[src/rtl/ldl_p1ram_arb.sv]
// Round-robin write/read front end for a single-port RAM with a 2-entry read response
// buffer; reads are credit-limited so response backpressure never drops data.
module ldl_p1ram_arb #(
    parameter int DW    = 8,
    parameter int DEPTH = 10,
    parameter int AW    = $clog2(DEPTH)
) (
    input  logic          i_clk,
    input  logic          i_rst,
    input  logic          i_wr_valid,
    output logic          o_wr_ready,
    input  logic [AW-1:0] i_wr_addr,
    input  logic [DW-1:0] i_wr_data,
    input  logic          i_rd_valid,
    output logic          o_rd_ready,
    input  logic [AW-1:0] i_rd_addr,
    output logic          o_rsp_valid,
    input  logic          i_rsp_ready,
    output logic [DW-1:0] o_rsp_data,
    output logic          o_rsp_err,
    output logic          o_ram_re,
    output logic          o_ram_we,
    output logic [AW-1:0] o_ram_addr,
    output logic [DW-1:0] o_ram_din,
    input  logic [DW-1:0] i_ram_dout
);

    typedef enum logic {PRI_RD = 1'b0, PRI_WR = 1'b1} pri_t;

    localparam logic [AW:0] LP_DEPTH = DEPTH[AW:0];

    pri_t          r_pri;
    pri_t          w_pri_nxt;
    logic [1:0]    r_count;
    logic          r_head;
    logic          r_tail;
    logic          r_inflight;
    logic          r_infl_err;
    logic [AW-1:0] r_addr_hold;
    logic [DW-1:0] r_buf_data [2];
    logic          r_buf_err  [2];

    logic          w_wr_inrange;
    logic          w_rd_inrange;
    logic          w_wr_elig;
    logic          w_rd_elig;
    logic          w_wr_gnt;
    logic          w_rd_gnt;
    logic          w_push;
    logic          w_pop;
    logic [1:0]    w_occ;

    assign w_wr_inrange = ({1'b0, i_wr_addr} < LP_DEPTH);
    assign w_rd_inrange = ({1'b0, i_rd_addr} < LP_DEPTH);

    assign w_push = r_inflight;
    assign w_pop  = o_rsp_valid && i_rsp_ready;

    // A slot freed by this cycle's pop is reusable, which is what sustains one read per cycle.
    assign w_occ     = r_count + {1'b0, r_inflight} - {1'b0, w_pop};
    assign w_rd_elig = i_rd_valid && (w_occ < 2'd2) && !i_rst;
    assign w_wr_elig = i_wr_valid && !i_rst;

    always_ff @(posedge i_clk) begin
        if (i_rst) begin
            r_pri <= PRI_RD;
        end else begin
            r_pri <= w_pri_nxt;
        end
    end

    always_comb begin
        w_wr_gnt  = 1'b0;
        w_rd_gnt  = 1'b0;
        w_pri_nxt = r_pri;
        if (w_rd_elig && w_wr_elig) begin
            if (r_pri == PRI_RD) begin
                w_rd_gnt  = 1'b1;
                w_pri_nxt = PRI_WR;
            end else begin
                w_wr_gnt  = 1'b1;
                w_pri_nxt = PRI_RD;
            end
        end else begin
            w_rd_gnt = w_rd_elig;
            w_wr_gnt = w_wr_elig;
        end
    end

    assign o_wr_ready = w_wr_gnt;
    assign o_rd_ready = w_rd_gnt;
    assign o_ram_we   = w_wr_gnt && w_wr_inrange;
    assign o_ram_re   = w_rd_gnt && w_rd_inrange;
    assign o_ram_din  = i_wr_data;
    assign o_ram_addr = w_rd_gnt ? i_rd_addr : (w_wr_gnt ? i_wr_addr : r_addr_hold);

    always_ff @(posedge i_clk) begin
        if (i_rst) begin
            r_count     <= 2'd0;
            r_head      <= 1'b0;
            r_tail      <= 1'b0;
            r_inflight  <= 1'b0;
            r_infl_err  <= 1'b0;
            r_addr_hold <= '0;
        end else begin
            r_inflight <= w_rd_gnt;
            r_infl_err <= w_rd_gnt && !w_rd_inrange;
            if (w_rd_gnt || w_wr_gnt) begin
                r_addr_hold <= o_ram_addr;
            end
            if (w_push) begin
                r_tail <= ~r_tail;
            end
            if (w_pop) begin
                r_head <= ~r_head;
            end
            r_count <= r_count + {1'b0, w_push} - {1'b0, w_pop};
        end
    end

    // Storage needs no reset: entries are only observed while r_count says they are valid.
    always_ff @(posedge i_clk) begin
        if (w_push && !i_rst) begin
            r_buf_data[r_tail] <= r_infl_err ? '0 : i_ram_dout;
            r_buf_err[r_tail]  <= r_infl_err;
        end
    end

    assign o_rsp_valid = (r_count != 2'd0);
    assign o_rsp_data  = o_rsp_valid ? r_buf_data[r_head] : '0;
    assign o_rsp_err   = o_rsp_valid && r_buf_err[r_head];

endmodule

[config.mk]
export PLATFORM = sky130hd
export DESIGN_NAME = ldl_p1ram_arb
export DESIGN_NICKNAME = d
export VERILOG_FILES = /design/src/rtl/ldl_p1ram_arb.sv
export SDC_FILE = /design/constraint.sdc
export NUM_CORES = 1
export LEC_CHECK = 0
export BUFFER_PORTS_ARGS = -buffer_cell sky130_fd_sc_hd__buf_4
export CAP_MARGIN = 40
export CORE_MARGIN = 10
export CORE_UTILIZATION = 35
export CTS_BUF_LIST = sky130_fd_sc_hd__clkbuf_8
export CTS_CLUSTER_DIAMETER = 40
export DETAILED_ROUTE_END_ITERATION = 6
export PLACE_DENSITY = 0.67
export SYNTH_ARGS = -nofsm -noshare
export SYNTH_HDL_FRONTEND = slang
export SYNTH_SLANG_ARGS = --single-unit
export TNS_END_PERCENT = 5
[constraint.sdc]
create_clock -name i_clk -period 7 [get_ports i_clk]
set_clock_uncertainty 0.2 [all_clocks]
set_input_delay 1.4 -clock i_clk [delete_from_list [all_inputs] [get_ports i_clk]]
set_output_delay 1.4 -clock i_clk [all_outputs]
set_load 0.005 [all_outputs]
; After elaboration in Yosys (flattened, before gate mapping)
; Memory sizes are Yosys's and may differ from the RTL's. A register that Yosys moved wholly into a read port is not among the register bits.
; Cells that the tools add are included.
[totals]
out_inout_bits = 26
reg_bits = 11
mem_bits_rw = 18
n_memories = 2
[memory_table]
columns = memory, words, width, read_ports, rd_clocked_by_memory_dff, write_ports, line_no
row1 = r_buf_data, 2, 8, 1, 1, 1, 40  ; logic [DW-1:0] r_buf_data [2];
row2 = r_buf_err, 2, 1, 1, 1, 1, 41  ; logic r_buf_err [2];
[op_classes]
n_mux = 14
magnitude_cmp = 3
n_addsub = 2
reduce_logical = 14
n_bitwise = 2
[op_table]
columns = operator, n
row1 = 8-bit two-way mux, 2
row2 = 1-bit logical AND, 10
row3 = 1-bit two-way mux, 10
row4 = "4-bit < comparator, second input constant", 2
row5 = 4-bit two-way mux, 2
row6 = 2-bit by 1-bit adder with 2-bit output, 1
row7 = 1-bit zero test, 2
row8 = "2-bit < comparator, second input constant", 1
row9 = 1-bit NOT, 2
row10 = 2-bit nonzero test, 1
row11 = 2-bit by 1-bit subtractor with 2-bit output, 1
row12 = 1-bit logical OR, 1

; Logic depth before layout (Yosys ltp)
; Gate-level depths: netlist (run 1).
[logic_depth]
depth_word = 10
mapped_depth = 9

; Worst setup path before layout (run 1)
; No wires, ideal clock.
[synth_timing]
kind = input to output
start = in i_rsp_ready
end = out o_ram_addr[0]
path_stages = 9
arrival_time_ps = 3015
setup_slack_ps = 2385
path_cell_list = o21ai_0 -> inv_1 -> ha_1 -> inv_1 -> ha_1 -> xor3_1 -> buf_2 -> o211a_1 -> or3_1
[synth_between]
elab_chain_len = 9
elab_cells_between_ends = 10
[synth_rtl]
columns = element, line_no
row1 = start: declaration, 18  ; input logic i_rsp_ready,
row2 = 1-bit logical AND *, 57  ; assign w_pop = o_rsp_valid && i_rsp_ready;
row3 = named net w_pop, 50  ; logic w_pop;
row4 = 2-bit by 1-bit subtractor with 2-bit output *, 60  ; assign w_occ = r_count + {1'b0, r_inflight} - {1'b0, w_pop};
row5 = 2-bit < comparator *, 61  ; assign w_rd_elig = i_rd_valid && (w_occ < 2'd2) && !i_rst;
row6 = 1-bit logical AND * (2 in series), 61
row7 = 1-bit logical AND, 76  ; if (w_rd_elig && w_wr_elig) begin
row8 = 1-bit two-way mux, 76
row9 = 4-bit two-way mux, 95  ; assign o_ram_addr = w_rd_gnt ? i_rd_addr : (w_wr_gnt ? i_wr_addr : r_addr_hold);
row10 = 4-bit two-way mux *, 95
row11 = end: declaration, 23  ; output logic [AW-1:0] o_ram_addr,
; Mark *: on every way through the listed nets, which the timed path passes. The rest lies on a longest branch.

; Worst setup path in the final report (run 1)
[layout_timing]
start = in i_rsp_ready
end = out o_ram_addr[1]
; The elaborated chain is that of the path after synthesis.

==> results of run 1 <==
==> cell families after synthesis <==
kind of cell               Yosys count  synth area share, %
and+or+nand+nor                     43                15.86
DFF                                 30                52.35
xor gates and xnor gates             4                4.278
buffers and inverters               24                8.222
AOI/OAI and AO/OA                   22                11.58
adders and majority gates            2                1.678
muxes                                9                6.041
==> cells in the mapped netlist, types with 2 or more instances <==
| cell | number |
|---|---|
| and2_1 | 2 |
| ha_1 | 2 |
| dfxtp_1 | 12 |
| o211a_1 | 3 |
| edfxtp_1 | 18 |
| nor2b_1 | 11 |
| o21ai_0 | 3 |
| o311a_1 | 3 |
| nor2_1 | 15 |
| a211oi_1 | 4 |
| buf_2 | 2 |
| mux2i_1 | 9 |
| buf_4 | 8 |
| inv_1 | 11 |
| o211ai_1 | 4 |
| nand3_1 | 2 |
| or3_1 | 3 |
| clkbuf_1 | 3 |
| and4_1 | 3 |
==> metal layers <==
layer | global-route usage [%] | up-vias
li1 | - | 540
met1 | 10.32 | 513
met2 | 14.31 | 53
met3 | 5.354 | 4
met4 | 3.144 | 0
met5 | 0 | -
==> critical path: stages <==
cell	delay [ps]
buf_4	110
o21ai_0	110
inv_1	80
ha_1	270
inv_1	60
ha_1	180
xor3_1	400
o211a_1	300
or3_1	360
buf_4	150
==> through the flow <==
step | hold slack, ps | setup WS (ps) | power, W
final | 302.1 | 1993 | 0.0005764
after global routing | 328.9 | 1889 | 0.0006157
after CTS | 299.6 | 2001 | 0.0005862
after detailed placement | 288.9 | 2010 | 0.0004162
after global placement | 278.8 | 2072 | 0.0004102
after floorplan | 260.3 | 2385 | 0.0003450
==> power by group through the flow <==
stage / sequential [W] / combinational [W] / clock [W]
floorplan: 0.000226 / 0.000119 / 0
global placement: 0.000238 / 0.000172 / 0
detailed placement: 0.000239 / 0.000177 / 0
CTS: 0.000235 / 0.000178 / 0.000173
global route: 0.000237 / 0.000196 / 0.000183
finish: 0.000235 / 0.000175 / 0.000167
==> state kept, by name, indices dropped and copies added (netlist names), named ones only <==
signal       cells
r_buf_data      16
r_addr_hold      4
r_buf_err        2
r_count          2
r_head           1
r_infl_err       1
r_inflight       1
r_pri            1
r_tail           1
==> worst min path at each step <==
stage | to | depth (start not counted) | startpoint
global route | r_pri | 2 | r_pri
detailed placement | r_pri | 2 | r_pri
finish | r_pri | 2 | r_pri
floorplan | r_pri | 2 | r_pri
global placement | r_pri | 2 | r_pri
CTS | r_pri | 2 | r_pri
==> final cells by class <==
cell class              count  share of cell area, %
flip-flops and latches     30                  41.66
multi-input cells          80                  31.38
repair buffers             39                  15.62
clock buffers               5                  3.672
well taps                  50                  3.338
inverters                  11                  2.203
clock inverters             3                  2.136
==> flow_metrics.tcl, run 1 <==
set metrics [dict create \
    outcome "finished clean" \
    topRoutingLayerUsed "met4" \
    core-area_um2 4058 \
    met3_length_um 290 \
    syn_inst 134 \
    seqCellArea_um2 780.7 \
    drive_gt1_share_pct 28.57 \
    yosysTopAreaCell "edfxtp_1" \
    worstPathArrival_ps 3410 \
    dp_cells 210 \
    synthFlopType "edfxtp_1" \
    cts_resized 0 \
    hpwl_mm 2.571 \
    comb_power_share_pct 30.4 \
    synth_top_area_share_pct 36.24 \
    grt_max_degree 15 \
    postCtsSetupRepairBufs 0 \
    max-vdd-ir-drop_v 0.0001303 \
    layout_commonest_cell "buf_4" \
    placed_cell_area_um2 1765 \
    ys_seq_area_share_pct 52.35 \
    slew-limit-headroom_pct 54.00 \
    power.density_nw_per_um2 307.5 \
    swShare_pct 29.29 \
    m1WireLength_mm 1.402 \
    fill_cells 388 \
    reg2regPathDepth 8 \
    clock_path_buffers 2 \
    antenna_found_initial 0 \
    hp-class "reg2reg" \
    grt_overflow 0 \
    cts_tree "yes" \
    min_period_ps 5007 \
    finalHoldViolCount 0 \
    ys_seq_elements 30 \
    worst_pin_slew_ps 687.5 \
    cts_htree_levels 2 \
    p_int_w 0.0004075 \
    critPathLaunchType "primary input" \
    layout.cells.non_filler 218 \
    wl_per_cell_um 15.31 \
    die-area_um2 7273 \
    syn_area_um2 1491 \
    dr.pass1.iters 4 \
    synth-edff-count 18 \
    ioPinCount 55 \
    synth_fp_nets 165 \
    yosys_warnings 0 \
    area_growth_pct 25.67 \
    drv_cap 0 \
    p_clk_share_pct 28.9 \
    grt_usage_pct 9.224 \
    drc 0 \
    final_cell_mix "39 x buf_4, 18 x edfxtp_1, 15 x nor2_1" \
    place_congestion 0.8345 \
    ys_types 35 \
    r2r_end "r_addr_hold[1]" \
    final_max_slew_viol_count 0 \
    fin_nets 198 \
    insertion_delay_ps 270 \
    ant_nets 0 \
    wl_met2_mm 1.622 \
    p_leak_nw 0.8244 \
    die_height_um 85.28 \
    io_buffer_count 38 \
    async_flop_share_pct 0 \
    setup_viol 0 \
    setup-tns-final_ps 0 \
    power.switching_w 0.0001688 \
    rsz0062_at_grt "false" \
    numCtsBuffers 5 \
    routed_wl_mm 3.337 \
    vias_per_cell 5.092 \
    fmax_mhz 199.7 \
    final_cell_area_um2 1874 \
    multi_input_area_um2 588.1 \
    avgSynthCellArea_um2 11.13 \
    endpoint_kind "output port" \
    start_util_pct 36.76 \
    cp_max_fo 11 \
    r2r-start "r_count[1]" \
    vias 1110 \
    grt_pass1_vias 1166 \
    first_iter_violations 84 \
    grt_pass1_wl_mm 5.471 \
    crit_path_start "i_rsp_ready" \
    cp.required_ps 5400 \
    crit_path_end "o_ram_addr[1]" \
    critPathKind "in2out" \
    ys_top_cells_by_area "edfxtp_1 36%, dfxtp_1 16%, mux2i_1 6.0%" \
    post-route-util_pct 46.19 \
    cts_root_buffer "clkbuf_8" \
    fp.dieW_um 85.28 \
    cts.sinks 30 \
    reg2reg_slack_ps 4420 \
    insertedDiodeCount 0 \
    path_clk_slew_ps 60 \
    min_period_over_period_pct 71.53 \
    cts_hold_repair.buffers 0 \
    pwr-share-seq_pct 40.7 \
    std_cell_rows 23 \
]
(Power assumes the default switching activity.)
==> run 2, diff against run 1 <==
- PLACE_DENSITY: 0.67 -> 0.69
- clock period: 7 -> 4.1 ns (I/O delays scaled with it)
==> run 2 against run 1 <==
Against the previous run:
- cell count unchanged
- critical endpoint unchanged
- register-to-register slack got worse by 2900 ps
- critical path depth did not move
- sequential share of layout area increased by 0.62 points
- worst hold slack better by 4.0 ps
- setup slack worse by 1700 ps
- via count shrank 0.54%
- power is 58% higher
- global-route usage decreased by 0.34 points
- cell area shrank 1.5%
- routed wire length is 0.21% lower
==> flow_metrics.tcl, run 2 (synthesized netlist as in run 1, its figures left out) <==
set metrics [dict create \
    die_height_um 85.28 \
    area_growth_pct 23.83 \
    outcome "finished clean" \
    cp.required_ps 3080 \
    antenna_found_initial 0 \
    finalHoldViolCount 0 \
    hp-class "reg2reg" \
    wl_met2_mm 1.560 \
    m1WireLength_mm 1.358 \
    cp_max_fo 11 \
    core-area_um2 4058 \
    min_period_over_period_pct 93.60 \
    ioPinCount 55 \
    placed_cell_area_um2 1765 \
    start_util_pct 36.76 \
    setup_viol 0 \
    drv_cap 0 \
    ant_nets 0 \
    first_iter_violations 60 \
    cts_resized 0 \
    endpoint_kind "output port" \
    numCtsBuffers 5 \
    cts.sinks 30 \
    final_cell_mix "39 x buf_4, 18 x edfxtp_1, 15 x nor2_1" \
    rsz0062_at_grt "false" \
    p_leak_nw 0.8133 \
    min_period_ps 3838 \
    hpwl_mm 2.551 \
    cts_htree_levels 2 \
    grt_overflow 0 \
    insertion_delay_ps 280 \
    power.total_w 0.0009132 \
    slew-limit-headroom_pct 53.82 \
    drc 0 \
    worst_pin_slew_ps 690.1 \
    met3_length_um 338 \
    layout_commonest_cell "buf_4" \
    cts_tree "yes" \
    holdWs_ps 306.1 \
    fin_nets 198 \
    fmax_mhz 260.6 \
    final_cell_area_um2 1847 \
    grt_usage_pct 8.882 \
    cts_root_buffer "clkbuf_8" \
    largest_reg_flops 16 \
    routed_wl_mm 3.330 \
    wl_per_cell_um 15.28 \
    path_clk_slew_ps 60 \
    io_buffer_count 38 \
    grt_pass1_wl_mm 5.375 \
    die-area_um2 7273 \
    dr.pass1.iters 4 \
    drive_gt1_share_pct 27.38 \
    grt_max_degree 15 \
    setup-tns-final_ps 0 \
    cts_hold_repair.buffers 0 \
    critPathKind "in2out" \
    vias_per_cell 5.064 \
    top_register "r_buf_data" \
    fp.dieW_um 85.28 \
    grt_pass1_vias 1194 \
    insertedDiodeCount 0 \
    worstPathArrival_ps 2820 \
    reg.largest.list "r_buf_data (16), r_addr_hold (4)" \
    max-vdd-ir-drop_v 0.0001546 \
    place_congestion 0.8358 \
    final_max_slew_viol_count 0 \
    std_cell_rows 23 \
    vias 1104 \
    topRoutingLayerUsed "met4" \
    clock_path_buffers 2 \
    power.density_nw_per_um2 494.5 \
    critPathLaunchType "primary input" \
    postCtsSetupRepairBufs 0 \
]
[run 2: changes by cell type in the layout (fill, tap and decap cells not counted), sizes merged]
cell    delta
inv        +1
bufinv     -1
[run 2: where the power goes]
group          switching [W]  leakage (nW)  internal, W
combinational       0.000143         0.504     0.000154
clock               0.000101        0.0468     0.000114
sequential         0.0000377         0.262     0.000363
[run 2: final timing paths]
check	startpoint	end	slack (ps)	depth (start not counted)
hold reg to reg	r_pri	r_pri	310	2
hold / removal	r_pri	r_pri	310	2
setup / recovery	i_rsp_ready	o_ram_addr[1]	260	10
setup reg to reg	r_count[1]	r_addr_hold[1]	1540	8
[run 2: metal layers]
layer	global-route usage, %	vias up
li1	-	541
met1	9.010	502
met2	14.51	48
met3	4.876	13
met4	4.341	0
met5	0	-
[run 2: layout make-up]
cell class	count	area (µm²)
inverters	11	41.29
repair buffers	39	292.8
fillers	399	2211
multi-input cells	80	588.1
well taps	50	62.56
clock inverters	3	12.51
clock buffers	5	68.82
flip-flops and latches	30	780.7
[run 2: through the flow]
stage | setup slack [ps] | util (%) | cells
final | 262.3 | 45.51 | 218
after global routing | 105.8 | 45.51 | 218
after CTS | 247.1 | 45.51 | 218
after detailed placement | 261.0 | 43.51 | 210
after global placement | 332.4 | 43.51 | 210
after floorplan | 644.7 | - | 134
[run 2: critical path, stage by stage]
cell and delay [ps]:
buf_4 100, o21ai_0 110, inv_1 80, ha_1 270, inv_1 50, ha_1 180
xor3_1 400, o211a_1 300, or3_1 350, buf_4 150
